`config.mk`:
```
export PLATFORM = sky130hd
export DESIGN_NAME = prog_loader
export DESIGN_NICKNAME = d
export VERILOG_FILES = /design/src/rtl/prog_loader.sv
export SDC_FILE = /design/constraint.sdc
export NUM_CORES = 1
export LEC_CHECK = 0
export CORE_MARGIN = 4
export CORE_UTILIZATION = 44
export DETAILED_ROUTE_END_ITERATION = 6
export GPL_ROUTABILITY_DRIVEN = 1
export GPL_TIMING_DRIVEN = 0
export PLACE_DENSITY = 0.7
export SLEW_MARGIN = 25
export SYNTH_ARGS = -nofsm -noshare
export SYNTH_HDL_FRONTEND = slang
export SYNTH_SLANG_ARGS = --single-unit
export TNS_END_PERCENT = 100
```
`constraint.sdc`:
```
create_clock -name clk -period 6.9 [get_ports clk]
set_input_delay 1.035 -clock clk [delete_from_list [all_inputs] [get_ports clk]]
set_output_delay 1.035 -clock clk [all_outputs]
set_load 0.005 [all_outputs]
```
`src/rtl/prog_loader.sv`:
```
// Byte-stream program loader: packs little-endian bytes into 32-bit words and writes them to instruction memory.
// Optional trailing checksum byte compiled in with `define LOADER_CHECKSUM_EN.
module prog_loader #(
  parameter logic [31:0] BASE_ADDR = 32'h0,
  parameter int          NUM_WORDS = 1024
) (
  input  logic        clk,
  input  logic        reset,
  input  logic        start,
  input  logic        in_valid,
  input  logic [7:0]  in_data,
  output logic        in_ready,
  output logic        mem_we,
  output logic [31:0] mem_addr,
  output logic [31:0] mem_wdata,
  output logic        busy,
  output logic        done,
  output logic [31:0] words_written,
  output logic        err,
  output logic [2:0]  dbg_state
);

  // Handshake: a byte moves on a rising edge where in_valid && in_ready; in_ready never depends on in_valid.
  typedef enum logic [2:0] {
    S_IDLE    = 3'd0,
    S_COLLECT = 3'd1,
    S_WRITE   = 3'd2,
`ifdef LOADER_CHECKSUM_EN
    S_CHECK   = 3'd3,
`endif
    S_DONE    = 3'd4
  } state_t;

  localparam logic [31:0] LP_NUM_WORDS = 32'(NUM_WORDS);

  state_t      r_state;
  state_t      w_next;
  logic [1:0]  r_byte_idx;
  logic [23:0] r_word;
  logic [31:0] r_words_written;
  logic [31:0] r_mem_addr;
  logic [31:0] r_mem_wdata;
  logic        w_xfer;
  logic        w_last_word;

  assign w_xfer        = in_valid && in_ready;
  assign w_last_word   = (r_words_written + 32'd1) == LP_NUM_WORDS;
  assign mem_addr      = r_mem_addr;
  assign mem_wdata     = r_mem_wdata;
  assign words_written = r_words_written;
  assign dbg_state     = r_state;

  always_ff @(posedge clk or posedge reset) begin
    if (reset) r_state <= S_IDLE;
    else       r_state <= w_next;
  end

  always_comb begin
    w_next   = r_state;
    in_ready = 1'b0;
    mem_we   = 1'b0;
    busy     = 1'b0;
    done     = 1'b0;
    case (r_state)
      S_IDLE: begin
        if (start) w_next = S_COLLECT;
      end
      S_DONE: begin
        done = 1'b1;
        if (start) w_next = S_COLLECT;
      end
      S_COLLECT: begin
        in_ready = 1'b1;
        busy     = 1'b1;
        if (w_xfer && (r_byte_idx == 2'd3)) w_next = S_WRITE;
      end
      S_WRITE: begin
        mem_we = 1'b1;
        busy   = 1'b1;
`ifdef LOADER_CHECKSUM_EN
        w_next = w_last_word ? S_CHECK : S_COLLECT;
`else
        w_next = w_last_word ? S_DONE : S_COLLECT;
`endif
      end
`ifdef LOADER_CHECKSUM_EN
      S_CHECK: begin
        in_ready = 1'b1;
        busy     = 1'b1;
        if (w_xfer) w_next = S_DONE;
      end
`endif
      default: w_next = S_IDLE;
    endcase
  end

`ifdef LOADER_CHECKSUM_EN
  logic [7:0] r_sum;
  logic       r_err;
  assign err = r_err;
`else
  assign err = 1'b0;
`endif

  // Address/data are captured with the 4th byte so they are stable through WRITE and held afterwards.
  always_ff @(posedge clk or posedge reset) begin
    if (reset) begin
      r_byte_idx      <= 2'd0;
      r_word          <= 24'd0;
      r_words_written <= 32'd0;
      r_mem_addr      <= 32'd0;
      r_mem_wdata     <= 32'd0;
`ifdef LOADER_CHECKSUM_EN
      r_sum           <= 8'd0;
      r_err           <= 1'b0;
`endif
    end else begin
      if (((r_state == S_IDLE) || (r_state == S_DONE)) && start) begin
        r_byte_idx      <= 2'd0;
        r_words_written <= 32'd0;
`ifdef LOADER_CHECKSUM_EN
        r_sum           <= 8'd0;
        r_err           <= 1'b0;
`endif
      end
      if ((r_state == S_COLLECT) && w_xfer) begin
        r_byte_idx <= r_byte_idx + 2'd1;
`ifdef LOADER_CHECKSUM_EN
        r_sum      <= r_sum + in_data;
`endif
        case (r_byte_idx)
          2'd0: r_word[7:0]   <= in_data;
          2'd1: r_word[15:8]  <= in_data;
          2'd2: r_word[23:16] <= in_data;
          default: begin
            r_mem_addr  <= BASE_ADDR + (r_words_written << 2);
            r_mem_wdata <= {in_data, r_word};
          end
        endcase
      end
      if (r_state == S_WRITE) r_words_written <= r_words_written + 32'd1;
`ifdef LOADER_CHECKSUM_EN
      if ((r_state == S_CHECK) && w_xfer) r_err <= (in_data != r_sum);
`endif
    end
  end

endmodule

```
==> impl_results.md <==
- Cell with the largest stage delay on the worst path: clkdlybuf4s50_1
- Number of synthesized flops with an enable pin: 0
- Routed wirelength normalized by instance count: 18.1 um
- Period Utilization, post-route: a little under 60%
- Residual DRC count: 0
- Buffer count from post-CTS setup fixing: 0
- Worst-Margin Slew: between 700 and 800 ps
- Sequential area share after synthesis: between 50% and 60%
- Antenna Violating Nets Remaining: 0
- Kind of cell adding the most delay to the critical path: buffers and inverters
- Sequential cell area: approximately 3000 um2
- Clock transition time at the flip-flop clock pins of the worst setup and hold paths: around 60 ps
- Fill cells: 1102
- Crit path buf inv count: 4
- Reg-to-Reg Start: words_written[0]$_DFFE_PP0P_
- Clock share of power: between 20% and 30%
- Predominant post-synthesis flop cell: dfrtp_1
- Area added between synthesis and finish: 33.0%
- Critical Setup Path Class: reg -> out
- Leading cell types by count after synthesis: dfrtp_1 (123), mux2_2 (83), nand2_1 (45)
- Via count: ~4700
- Inserted Diodes: 0
- Count of nets after finishing: slightly below 700
- Share of flip-flops with an asynchronous set or reset after synthesis: between 90% and 100%
- Number of instances in the synthesized netlist: about 530
- Vias in the first global route: about 4800
- Setup slack of the most critical reg-to-reg path: about 4100 ps
- Clock buffer count from CTS: 17
- Number of synthesized register bits: between 100 and 150
- List of cells traversed by the critical path: nand2b_1 -> or2_2 -> clkbuf_1 -> inv_1 -> buf_1 -> clkdlybuf4s50_1
- Number of cells upsized or downsized after cts: 0
- Standard-cell row count: 42
- Relative slew slack: approximately half
- Switching part of the total power: between 20% and 30%
- Via/cell ratio: 5.52
- Num ports: 116
- Maximum buffer depth of the clock tree: 2
- Power after layout: 2.82 mW
- DRC violation total after the first TritonRoute iteration: 341
- Total net switching power: around 0.78 mW
- Synth unique cells: 50
- Critical path capture point type: output pin
- Number of cells in the finished layout apart from fillers: 854
- Cell accounting for the most synthesized area: dfrtp_1
- Max-cap viol count: 0
- Power density relative to cell area: 360 nW/um2
- VDD IR max: around 0.00016 V
- Die area: about 15000 um2
- Endpoint of the worst register-to-register path: dbg_state[0]$_DFFE_PP0P_
- Top cell type's share of synthesized area: 52.2%
- Wire length of the first global-routing pass: 24800 um
- TritonCTS clock tree: built
- Number of I/O port buffers: roughly 110
- Hold buffer count at cts: 0
- Combinational cell fraction of total power: between 30% and 40%
- Synth area leaders: dfrtp_1 (52%), mux2_2 (16%), o21ai_0 (3.7%)
- Gr ovfl total: 0
- Pre-Repair DR Iteration Count: 5
- Global-route usage over all layers: a little over a fifth
- Final estimated routing congestion in global placement: 0.924
- Post-Place Cells: between 800 and 900
- Combined area of all synthesized cells: about 6000 um2
- CTS HTree Levels: 4
- Worst hold-check path type: reg -> reg
- Setup skew after layout: 8.40 ps
- Library cell with the highest instance count after synthesis: dfrtp_1
- Mean instance size in the synthesized netlist: between 10 and 15 um2
- Multi-input gate area: roughly 2600 um2
- Worst Setup Start Kind: flip-flop
- Overall die width: approximately 120 um
- Placed wire-length estimate after detailed placement: about 11000 um
- Effective utilization at floorplan: approximately 45%
- Root Driver: clkbuf_16
- Final critical path time including I/O delays and setup: around 4000 ps
- Wire length after detailed routing: ~15000 um
- Worst-skew pair later-pin latency: between 400 and 500 ps
- Setup Viol. Count Final: 0
- Number of antenna violations at the first check in global routing: 0
- Warnings, synthesis: 0
- Max Freq: ~250 MHz
- Max stage delay on crit path: around 650 ps
- Clock sink count: roughly 120
- Vertical die dimension: 124 um
- Final number of max-transition violations: 0
- Peak fanout along the critical path: 10
- Largest net degree at the start of global routing: a little under 100
- Setup TNS: 0 ps
- Count of cells along the worst register-to-register path: 8
- Result of the run: completed
- Hold Crit Endpoint: mem_addr[18]$_DFFE_PP0P_
- Fraction of power consumed by sequential logic: about 40%
- Leakage power: 3.42 nW
- Fraction of layout instances using a drive strength above 1: 22.6%
- Design internal power: just over 2 mW
- Hold depth: 2
- Required time at the worst-slack endpoint: a little under 6000 ps
- Placeable core area: around 13000 um2
- Setup repair after global routing missed its margin: no
- Source of the worst hold timing path: mem_addr[18]$_DFFE_PP0P_
- Arrival time at the worst endpoint: around 3000 ps
- Final Hold Violating Endpoints: 0
[how the worst max path moves through the flow]
| stage | cells after the start | from | to | slack (ps) |
|---|---|---|---|---|
| floorplan | 1 | reset | dbg_state[0]$_DFFE_PP0P_ | 2590 |
| global placement | 2 | reset | mem_wdata[26]$_DFFE_PP0P_ | 950 |
| detailed placement | 7 | in_valid | mem_addr[24]$_DFFE_PP0P_ | 3370 |
| CTS | 6 | dbg_state[2]$_DFFE_PP0P_ | mem_we | 2900 |
| global route | 6 | dbg_state[2]$_DFFE_PP0P_ | mem_we | 2750 |
| finish | 6 | dbg_state[2]$_DFFE_PP0P_ | mem_we | 2870 |
[power by group through the flow]
stage | Clock, mW | Sequential [mW] | Combinational [mW]
final | 0.844 | 1.12 | 0.855
after global routing | 0.897 | 1.16 | 0.938
after CTS | 0.860 | 1.13 | 0.872
after detailed placement | 0 | 1.14 | 0.867
after global placement | 0 | 1.12 | 0.839
after floorplan | 0 | 1.12 | 0.365
[cells by family after synthesis]
logic type | count (synthesis) | share of synthesized area [%]
mux | 87 | 16.5
buf+inv | 52 | 3.93
xor+xnor | 12 | 1.78
compound gates | 86 | 8.81
fa+ha+maj | 6 | 1.27
flops | 123 | 52.2
other cells | 1 | 0.0636
simple gates | 164 | 15.4
[sequential cells by signal (all words and copies together), names as in the netlist]
register and flops:
mem_wdata 32, r_word 24, words_written 32, mem_addr 30
dbg_state 3, r_byte_idx 2
[cell type report]
type | instances | share of cell area (%)
multi-input combinational | 358 | 33.1
buffer | 42 | 2.47
inverter | 10 | 0.574
clock inverter | 15 | 1.77
sequential | 123 | 39.2
timing repair buffer | 113 | 14.6
clock buffer | 17 | 5.42
tap | 176 | 2.81
[per-stage QoR]
stage	utilization (%)	cell area [um2]	setup slack, ps	hold WS (ps)
floorplan	-	5900	2590	473
global placement	54.9	7250	954	470
detailed placement	55.2	7280	3370	480
CTS	59.5	7850	2900	493
global route	59.5	7850	2750	510
finish	59.5	7850	2870	489
[routing by layer]
metal / vias up / wire length [um] / track usage [%]
li1: 2193 / - / -
met3: 23 / 893 / 5.13
met2: 173 / 7710 / 36.0
met4: 0 / 225 / 6.71
met1: 2326 / 6610 / 26.9
met5: - / 0 / 0
[tightest hold or removal path: stages, from the launching register on]
cell,delay (ps)
dfrtp_1,340
nand2_1,50
o21ai_0,60
[cell usage in the layout, fill, tap and decap left out, types with 4 or more instances in the layout]
cell type | Yosys | routed
xnor2_1 | 7 | 7
nor4_1 | 10 | 10
nand3_1 | 22 | 22
and3_1 | 4 | 4
or2_2 | 7 | 7
mux2i_1 | 4 | 4
ha_1 | 6 | 6
o41ai_1 | 4 | 4
nand4_1 | 16 | 16
clkbuf_16 | 0 | 17
buf_2 | 14 | 14
nand2_1 | 45 | 45
nand2b_1 | 4 | 4
o21ai_0 | 44 | 44
nor2_1 | 26 | 26
buf_4 | 5 | 5
clkbuf_1 | 20 | 20
o31ai_1 | 6 | 6
xor2_1 | 5 | 5
nor4_2 | 4 | 4
clkdlybuf4s50_1 | 0 | 112
nor3_1 | 7 | 7
inv_1 | 10 | 9
inv_6 | 0 | 7
mux2_2 | 83 | 83
dfrtp_1 | 123 | 123
a21oi_1 | 11 | 11
Power figures use the tool's default switching activity.
